**src/rtl/lorenz_dac_spi.sv**
```systemverilog
// Lorenz integrator output stage: converts two selected 7.20 states to 12-bit
// offset-binary codes and ships them to a dual-channel SPI DAC, then pulses LDAC_n.
module lorenz_dac_spi #(
  parameter logic [1:0]         CHAN_A_SEL = 2'd0,
  parameter logic [1:0]         CHAN_B_SEL = 2'd2,
  parameter logic signed [27:0] OFFSET_A   = 28'sd0,
  parameter logic signed [27:0] OFFSET_B   = 28'sd26214400,
  parameter int                 SHIFT      = 14,
  parameter int                 CLK_DIV    = 2,
  parameter int                 CS_GAP     = 2,
  parameter int                 LDAC_W     = 2
) (
  input  logic               CLOCK_50,
  input  logic               reset,
  input  logic               sample_valid,
  input  logic signed [26:0] X_K,
  input  logic signed [26:0] Y_K,
  input  logic signed [26:0] Z_K,
  output logic               CS_n,
  output logic               SCK,
  output logic               MOSI,
  output logic               LDAC_n,
  output logic               busy,
  output logic [7:0]         overrun_cnt
);

  localparam logic [2:0] ST_IDLE    = 3'd0;
  localparam logic [2:0] ST_LOAD    = 3'd1;
  localparam logic [2:0] ST_SHIFT_A = 3'd2;
  localparam logic [2:0] ST_GAP_A   = 3'd3;
  localparam logic [2:0] ST_SHIFT_B = 3'd4;
  localparam logic [2:0] ST_GAP_B   = 3'd5;
  localparam logic [2:0] ST_LATCH   = 3'd6;

  localparam logic [15:0] PH_LAST   = 16'(2 * CLK_DIV - 1);
  localparam logic [15:0] PH_HIGH   = 16'(CLK_DIV);
  localparam logic [15:0] GAP_LAST  = 16'(CS_GAP - 1);
  localparam logic [15:0] LDAC_LAST = 16'(LDAC_W - 1);

  logic [2:0]  state_r, state_s;
  logic [15:0] cnt_r, cnt_s;
  logic [3:0]  bit_r, bit_s;
  logic [15:0] word_a_r, word_b_r;
  logic        cs_n_s, sck_s, mosi_s, ldac_n_s, busy_s;

  function automatic logic signed [26:0] pick_state(input logic [1:0] sel,
                                                     input logic signed [26:0] x,
                                                     input logic signed [26:0] y,
                                                     input logic signed [26:0] z);
    logic signed [26:0] v;
    case (sel)
      2'd0:    v = x;
      2'd1:    v = y;
      default: v = z;
    endcase
    return v;
  endfunction

  // Offset, floor-shift and clamp to [-2048, 2047]; +2048 is just an MSB flip.
  function automatic logic [11:0] dac_code(input logic signed [26:0] v,
                                           input logic signed [27:0] off);
    logic signed [27:0] d;
    logic signed [27:0] s;
    logic [11:0]        code;
    d = $signed({v[26], v}) - off;
    s = d >>> SHIFT;
    if (s > 28'sd2047) begin
      code = 12'hFFF;
    end else if (s < -28'sd2048) begin
      code = 12'h000;
    end else begin
      code = {~s[11], s[10:0]};
    end
    return code;
  endfunction

  // Frame sequencer: next state, bit index and per-state cycle counter.
  always_comb begin
    state_s = state_r;
    cnt_s   = cnt_r;
    bit_s   = bit_r;
    case (state_r)
      ST_IDLE: begin
        if (sample_valid) begin
          state_s = ST_LOAD;
        end else begin
          state_s = ST_IDLE;
        end
      end
      ST_LOAD: begin
        state_s = ST_SHIFT_A;
        cnt_s   = 16'd0;
        bit_s   = 4'd0;
      end
      ST_SHIFT_A, ST_SHIFT_B: begin
        if (cnt_r == PH_LAST) begin
          cnt_s = 16'd0;
          if (bit_r == 4'd15) begin
            state_s = (state_r == ST_SHIFT_A) ? ST_GAP_A : ST_GAP_B;
            bit_s   = 4'd0;
          end else begin
            bit_s = bit_r + 4'd1;
          end
        end else begin
          cnt_s = cnt_r + 16'd1;
        end
      end
      ST_GAP_A: begin
        if (cnt_r == GAP_LAST) begin
          state_s = ST_SHIFT_B;
          cnt_s   = 16'd0;
          bit_s   = 4'd0;
        end else begin
          cnt_s = cnt_r + 16'd1;
        end
      end
      ST_GAP_B: begin
        if (cnt_r == GAP_LAST) begin
          state_s = ST_LATCH;
          cnt_s   = 16'd0;
        end else begin
          cnt_s = cnt_r + 16'd1;
        end
      end
      ST_LATCH: begin
        if (cnt_r == LDAC_LAST) begin
          state_s = ST_IDLE;
          cnt_s   = 16'd0;
        end else begin
          cnt_s = cnt_r + 16'd1;
        end
      end
      default: begin
        state_s = ST_IDLE;
        cnt_s   = 16'd0;
        bit_s   = 4'd0;
      end
    endcase
  end

  // Output values decoded from the next state so the pins are registered but cycle-aligned.
  always_comb begin
    cs_n_s   = 1'b1;
    sck_s    = 1'b0;
    mosi_s   = 1'b0;
    ldac_n_s = (state_s != ST_LATCH);
    busy_s   = (state_s != ST_IDLE);
    if (state_s == ST_SHIFT_A) begin
      cs_n_s = 1'b0;
      sck_s  = (cnt_s >= PH_HIGH);
      mosi_s = word_a_r[4'd15 - bit_s];
    end else if (state_s == ST_SHIFT_B) begin
      cs_n_s = 1'b0;
      sck_s  = (cnt_s >= PH_HIGH);
      mosi_s = word_b_r[4'd15 - bit_s];
    end else begin
      cs_n_s = 1'b1;
    end
  end

  // State, captured words, output pins and overrun counter.
  always_ff @(posedge CLOCK_50) begin
    if (!reset) begin
      state_r     <= ST_IDLE;
      cnt_r       <= 16'd0;
      bit_r       <= 4'd0;
      word_a_r    <= 16'd0;
      word_b_r    <= 16'd0;
      CS_n        <= 1'b1;
      SCK         <= 1'b0;
      MOSI        <= 1'b0;
      LDAC_n      <= 1'b1;
      busy        <= 1'b0;
      overrun_cnt <= 8'd0;
    end else begin
      state_r <= state_s;
      cnt_r   <= cnt_s;
      bit_r   <= bit_s;
      CS_n    <= cs_n_s;
      SCK     <= sck_s;
      MOSI    <= mosi_s;
      LDAC_n  <= ldac_n_s;
      busy    <= busy_s;
      if (state_r == ST_IDLE && sample_valid) begin
        word_a_r <= {4'h7, dac_code(pick_state(CHAN_A_SEL, X_K, Y_K, Z_K), OFFSET_A)};
        word_b_r <= {4'hF, dac_code(pick_state(CHAN_B_SEL, X_K, Y_K, Z_K), OFFSET_B)};
      end
      if (sample_valid && state_r != ST_IDLE && overrun_cnt != 8'hFF) begin
        overrun_cnt <= overrun_cnt + 8'd1;
      end
    end
  end

endmodule

```
**config.mk**
```make
export PLATFORM = sky130hd
export DESIGN_NAME = lorenz_dac_spi
export DESIGN_NICKNAME = d
export VERILOG_FILES = /design/src/rtl/lorenz_dac_spi.sv
export SDC_FILE = /design/constraint.sdc
export NUM_CORES = 1
export LEC_CHECK = 0
export CORE_UTILIZATION = 53
export DETAILED_ROUTE_END_ITERATION = 10
export PLACE_DENSITY = 0.84
export SYNTH_ARGS = -nofsm -noshare
export SYNTH_HDL_FRONTEND = slang
export SYNTH_SLANG_ARGS = --single-unit
```
**constraint.sdc**
```tcl
create_clock -name CLOCK_50 -period 3.9 [get_ports CLOCK_50]
set_input_delay 0.585 -clock CLOCK_50 [delete_from_list [all_inputs] [get_ports CLOCK_50]]
set_output_delay 0.585 -clock CLOCK_50 [all_outputs]
set_load 0.05 [all_outputs]
```
==> metrics.cfg, run 1 <==
[critical_path]
critPathSlowestCell = a21oi_2
reg2regPathDepth = 9
cpPeakStageDelay_ns = 0.54
worst-path-stages = 9
cp_data_required_time_ns = 4.13
critPathArrivalTime_ns = 3.27
cp_cell_sequence = ha_1, nor3b_1, and4_2, mux2_2, a21oi_2, mux2i_1, a2111oi_2, a31oi_1, nand4_1
cp_max_fo = 10
cp-end-kind = flip-flop
worst_setup_path_start_kind = flip-flop
critical_path_buf_inv_count = 0
critPathKind = reg2reg
crit_family = compound AO/OA/AOI/OAI gates
worst-r2r-setup-slack_ns = 0.85

[sta]
max_freq_mhz = 328
finClkSkew_ns = 0.00904
hold_violations = 0
final.min_clock_period_ns = 3.05
holdWs_ns = 0.472
fin_crit_sh_pct = 78.1
setup_tns_ns = 0
worstMarginPinSlew_ns = 0.873
worst_slack_ns = 0.852
setup_viol = 0
max_slew_margin_pct = 41.8
slew_viol_final = 0
rsz0062_at_grt = false

[cts]
cts_tree = built
cts.clk_slew.worst_paths_ns = 0.07
clock-sinks = 61
cts-root-buf = clkbuf_8
clk_latency_ns = 0.34
cts-htree-levels = 3
cts_made_buffers = 9
ctsResizeCount = 0
post_cts_buffers = 0
ctsHoldBuffers = 0
clockBufferDepth = 2

[worst_hold_path]
min_delay_path_depth = 1
hp-class = reg2reg

[floorplanning]
die_h_um = 84.7
dieWidth_um = 84.7
die_area_um2 = 7170
ios = 97
core_area_um2 = 6460
fp-row-count = 29
start_util_pct = 56.1

[pwr]
power.density_nw_per_um2 = 350
p_leak_nw = 1.66
ir_drop_v = 0.000214

[logic_synthesis]
yosysTopAreaCell = dfxtp_1
synthArstFlopShare_pct = 0
ys.flop_type = dfxtp_1
synth_area_um2 = 3620
synth.most_common_cell = dfxtp_1
ys_top_cells_by_count = dfxtp_1 (61), nand2_1 (51), o21ai_0 (42), a21oi_1 (37), clkbuf_1 (24)
synth.area.top_cells = dfxtp_1 (34%), o21ai_0 (5.8%), nand2_1 (5.3%)
ys_seq_area_share_pct = 33.7
synth_seq_cells = 61
synth_cells = 446
ys_types = 55
synth_fp_nets = 536
synth_edf_count = 0
syn_area_per_cell_um2 = 8.13
synth_top_cell_area_share_pct = 33.7
synth_warnings = 0

[grt]
grt_pass1_wl_um = 13800
grt_usage_pct = 23.4
grt_max_degree = 53
grt_pass1_vias = 3088
grt_antenna_before_repair = 0
overflow = 0

[detailed_routing]
wl_per_cell_um = 14.6
drt_wl_total_um = 8050
drtIter0Drc = 152
postRouteAntennaNets = 0
viasPerCell = 6.05
drc = 0
firstDrtPassIters = 6
num_vias = 3335

[final_layout]
layout-drive-gt1-share_pct = 7.59
area_growth_pct = 15.6
antenna_cells = 0
fin_area_um2 = 4190
fin_nets = 559

[placement]
dp_slack_ns = 0.876
place.gp.congestion = 0.934
place_hpwl_um = 5540
numPortBuffers = 41
placed_area_um2 = 4000

[status]
status = finished, final reports clean

[run]
drv_cap = 0

==> registers in the layout (all words and copies together) (netlist names) <==
| name | flops |
|---|---|
| state_r | 3 |
| overrun_cnt | 8 |
| SCK | 1 |
| CS_n | 1 |
| cnt_r | 16 |
| bit_r | 4 |
| busy | 1 |
| word_a_r | 12 |
| MOSI | 1 |
| word_b_r | 13 |
| LDAC_n | 1 |
==> final cells by class <==
type                       instances  area, um2
fill                             554       2270
timing repair buffer              45        440
sequential                        61       1220
multi-input combinational        342       2200
tap                               77       96.3
clock buffer                      12        145
clock inverter                     4       47.5
inverter                          10       37.5
==> cells by family after synthesis <==
kind of cell	synth area share, %
AO/OA/AOI/OAI	25.2
adder cells (fa/ha/maj)	2.07
flip-flops	33.7
XOR/XNOR	3.62
AND/OR/NAND/NOR	26.7
multiplexers	3.07
buffers and inverters	5.59
==> path summary, 6_finish.rpt <==
path | startpoint | endpoint
hold / removal | word_b_r[12] | word_b_r[12]
setup reg to reg | cnt_r[0] | MOSI
setup / recovery | cnt_r[0] | MOSI
hold reg to reg | word_b_r[12] | word_b_r[12]
==> power by group <==
part | internal [mW] | total [mW] | switching [mW]
logic | 0.0943 | 0.222 | 0.127
registers | 0.656 | 0.681 | 0.0248
clock network | 0.311 | 0.565 | 0.254
==> layout by cell type (no fill, tap or decap), types with 5 or more instances in the layout <==
cell,synthesis,layout
nand3_1,20,20
nor3b_1,6,6
xnor2_1,10,10
a211oi_1,10,10
nand2_1,51,51
clkdlybuf4s50_1,0,41
nand2b_1,7,7
a31oi_1,5,5
and2_1,17,17
nor2b_1,9,9
inv_1,10,10
xor2_1,5,5
nand4_1,10,10
clkbuf_8,0,10
mux2i_1,10,10
a21oi_1,37,37
o211a_1,15,15
and3_1,7,7
nor2_1,15,15
ha_1,6,6
dfxtp_1,61,61
nor4_1,5,5
nor3_1,9,9
o21ai_0,42,42
==> worst reg2reg max path, cell delays in order, from the launching register on <==
cell and delay (ns):
dfxtp_1 0.42, ha_1 0.32, nor3b_1 0.26, and4_2 0.29, mux2_2 0.38, a21oi_2 0.54, mux2i_1 0.33, a2111oi_2 0.10
a31oi_1 0.18, nand4_1 0.11
==> metrics by stage <==
| stage | instances | total power [mW] | util, % |
|---|---|---|---|
| after global routing | 551 | 1.53 | 64.9 |
| after CTS | 551 | 1.47 | 64.9 |
| after floorplan | 446 | 0.840 | - |
| after global placement | 535 | 0.903 | 61.9 |
| final | 551 | 1.47 | 64.9 |
| after detailed placement | 535 | 0.912 | 61.9 |
==> metal layers <==
metal	vias up	global-route usage (%)	routed length, um
met5	-	0	0
met4	0	9.09	120
met3	12	4.13	267
met2	78	38.6	3820
met1	1576	30.6	3840
li1	1669	-	-
Power figures use the tool's default switching activity.
==> run 2: changes to the inputs <==
--- a/config.mk
+++ b/config.mk
@@ -5,9 +5,9 @@
 export SDC_FILE = /design/constraint.sdc
 export NUM_CORES = 1
 export LEC_CHECK = 0
-export CORE_UTILIZATION = 53
+export CORE_UTILIZATION = 44
 export DETAILED_ROUTE_END_ITERATION = 10
-export PLACE_DENSITY = 0.84
+export PLACE_DENSITY = 0.75
 export SYNTH_ARGS = -nofsm -noshare
 export SYNTH_HDL_FRONTEND = slang
 export SYNTH_SLANG_ARGS = --single-unit
==> constraint.sdc (replaced) <==
create_clock -name CLOCK_50 -period 2.6 [get_ports CLOCK_50]
set_input_delay 0.39 -clock CLOCK_50 [delete_from_list [all_inputs] [get_ports CLOCK_50]]
set_output_delay 0.39 -clock CLOCK_50 [all_outputs]
set_load 0.05 [all_outputs]
==> metrics.cfg, run 2 (synthesis gave the netlist of run 1 again) <==
[status]
status = finished, final reports clean  ; unchanged

[critical_path]
critPathLaunch = cnt_r[1]  ; was cnt_r[0]
critPathArrivalTime_ns = 2.70  ; was 3.27 ns
rr_startpoint = cnt_r[1]  ; was cnt_r[0]
cpPeakStageDelay_ns = 0.38  ; was 0.54 ns
critPathKind = reg2reg  ; unchanged
worst_setup_path_start_kind = flip-flop  ; unchanged
r2r_end = MOSI  ; unchanged
cpMostUsedCell = buf_4
worst-r2r-setup-slack_ns = 0.12  ; was 0.85 ns
critical_path_buf_inv_count = 3  ; was 0
cp_cell_sequence = inv_1, ha_1, nor3b_1, and4_1, o31ai_4, buf_4, a21oi_4, buf_4, a211oi_2, o21ai_0, nand3_1, nand4_1  ; was ha_1, nor3b_1, and4_2, mux2_2, a21oi_2, mux2i_1, a2111oi_2, a31oi_1, nand4_1
cp_data_required_time_ns = 2.82  ; was 4.13 ns
reg2regPathDepth = 12  ; was 9
cp_max_fo = 5  ; was 10
cp-end-kind = flip-flop  ; unchanged
crit_family = compound AO/OA/AOI/OAI gates  ; unchanged
critPathSlowestCell = dfxtp_1  ; was a21oi_2

[placement]
place_hpwl_um = 6060  ; was 5540 um
dp_cells = 594  ; was 535
place.gp.congestion = 0.932  ; was 0.934
numPortBuffers = 41  ; unchanged

[sta]
max_freq_mhz = 404  ; was 328 MHz
finClkSkew_ns = 0.00644  ; was 0.00904 ns
max_slew_margin_pct = 54.7  ; was 41.8%
slew_viol_final = 0  ; unchanged
holdWs_ns = 0.472  ; about the same
setup_viol = 0  ; unchanged
final.min_clock_period_ns = 2.48  ; was 3.05 ns
hold_violations = 0  ; unchanged
fin_crit_sh_pct = 95.3  ; was 78.1%
worstMarginPinSlew_ns = 0.677  ; was 0.873 ns

[detailed_routing]
drc = 0  ; unchanged
drtIter0Drc = 221  ; was 152
num_vias = 3470  ; was 3335
wl_per_cell_um = 13.9  ; was 14.6 um
firstDrtPassIters = 5  ; was 6
postRouteAntennaNets = 0  ; unchanged
drt_wl_total_um = 8530  ; was 8050 um
viasPerCell = 5.66  ; was 6.05

[worst_hold_path]
min_delay_path_depth = 1  ; unchanged
hp-start = word_b_r[12]  ; unchanged
hp-class = reg2reg  ; unchanged
hold_end = word_b_r[12]  ; unchanged

[cts]
cts.clk_slew.worst_paths_ns = 0.07  ; about the same
clock-sinks = 61  ; unchanged
cts-root-buf = clkbuf_8  ; unchanged
clockBufferDepth = 2  ; unchanged
clk_latency_ns = 0.35  ; was 0.34 ns
cts_made_buffers = 9  ; unchanged
cts-htree-levels = 3  ; unchanged
cts_tree = built  ; unchanged
ctsHoldBuffers = 0  ; unchanged

[floorplanning]
die_h_um = 92.8  ; was 84.7 um
fp-row-count = 32  ; was 29
die_area_um2 = 8610  ; was 7170 um2
core_area_um2 = 7850  ; was 6460 um2
dieWidth_um = 92.8  ; was 84.7 um
ios = 97  ; unchanged
start_util_pct = 46.2  ; was 56.1%

[final_layout]
largest_register_ffs = 16  ; unchanged
layout-drive-gt1-share_pct = 15.7  ; was 7.59%
top_regs = cnt_r (16), word_b_r (13), word_a_r (12)  ; unchanged
antenna_cells = 0  ; unchanged
largest_register = cnt_r  ; unchanged
n_fill_cell = 718  ; was 554
seq_area_um2 = 1220  ; unchanged
area_growth_pct = 24.8  ; was 15.6%
multi_input_area_um2 = 2240  ; was 2200 um2
layout_commonest_cell = dfxtp_1  ; unchanged
fin_nets = 596  ; was 559
final_cell_mix = dfxtp_1 (61), nand2_1 (51), o21ai_0 (41), clkdlybuf4s50_1 (41), buf_4 (40)  ; was dfxtp_1 (61), nand2_1 (51), o21ai_0 (42), clkdlybuf4s50_1 (41), a21oi_1 (37)
final_cells = 613  ; was 551

[pwr]
ir_drop_v = 0.000287  ; was 0.000214 V
power.density_nw_per_um2 = 469  ; was 350 nW/um2
p_leak_nw = 1.85  ; was 1.66 nW

[grt]
grt_usage_pct = 20.4  ; was 23.4%
overflow = 0  ; unchanged
grt_pass1_vias = 3141  ; was 3088
grt_antenna_before_repair = 0  ; unchanged
grt_pass1_wl_um = 14200  ; was 13800 um
grt_max_degree = 53  ; unchanged

[run]
drv_cap = 0  ; unchanged

-- run 2: repair_timing --
| item | in CTS | in global routing |
|---|---|---|
| gates resized for setup | 0 | 8 |
| buffers inserted | 0 | 3 |
| endpoints found under the setup margin | 0 | 1 |
-- run 2: cell type report --
| class | count | area share (%) |
|---|---|---|
| repair buffers | 82 | 16.2 |
| clock buffers | 10 | 2.82 |
| inverters | 10 | 0.830 |
| multi-input cells | 342 | 49.5 |
| clock inverters | 6 | 0.885 |
| flip-flops and latches | 61 | 27.0 |
| well taps | 102 | 2.82 |
-- run 2: worst max path at each step --
| stage | endpoint | slack (ns) | cells past startpoint |
|---|---|---|---|
| floorplan | MOSI | 0.20 | 10 |
| global placement | MOSI | 0.06 | 10 |
| detailed placement | MOSI | 0.08 | 10 |
| CTS | MOSI | 0.07 | 10 |
| global route | MOSI | -0.10 | 10 |
| finish | MOSI | 0.12 | 12 |
-- run 2: report_power, final --
group / total, mW / internal, mW / leakage (nW) / switching [mW]
Combinational: 0.369 / 0.168 / 1.27 / 0.201
Clock: 0.737 / 0.343 / 0.0860 / 0.394
Sequential: 1.02 / 0.984 / 0.498 / 0.0315
-- run 2: stage by stage --
stage               setup WS, ns  setup TNS, ns  util (%)  total power [mW]  instance area (um2)
floorplan                  0.205              0         -              1.26                 3620
global placement          0.0567              0      54.6              1.39                 4280
detailed placement        0.0822              0      54.6              1.40                 4280
CTS                       0.0675              0      56.7              2.13                 4450
global route              -0.102         -0.102      57.7              2.23                 4520
finish                     0.123              0      57.7              2.12                 4520
-- run 2: metal layers --
layer / GRT usage (%) / up-vias / wire length (um)
met5: 0 / - / 0
met4: 6.67 / 0 / 123
met3: 5.58 / 15 / 366
met2: 33.7 / 84 / 4120
met1: 25.5 / 1628 / 3910
li1: - / 1743 / -
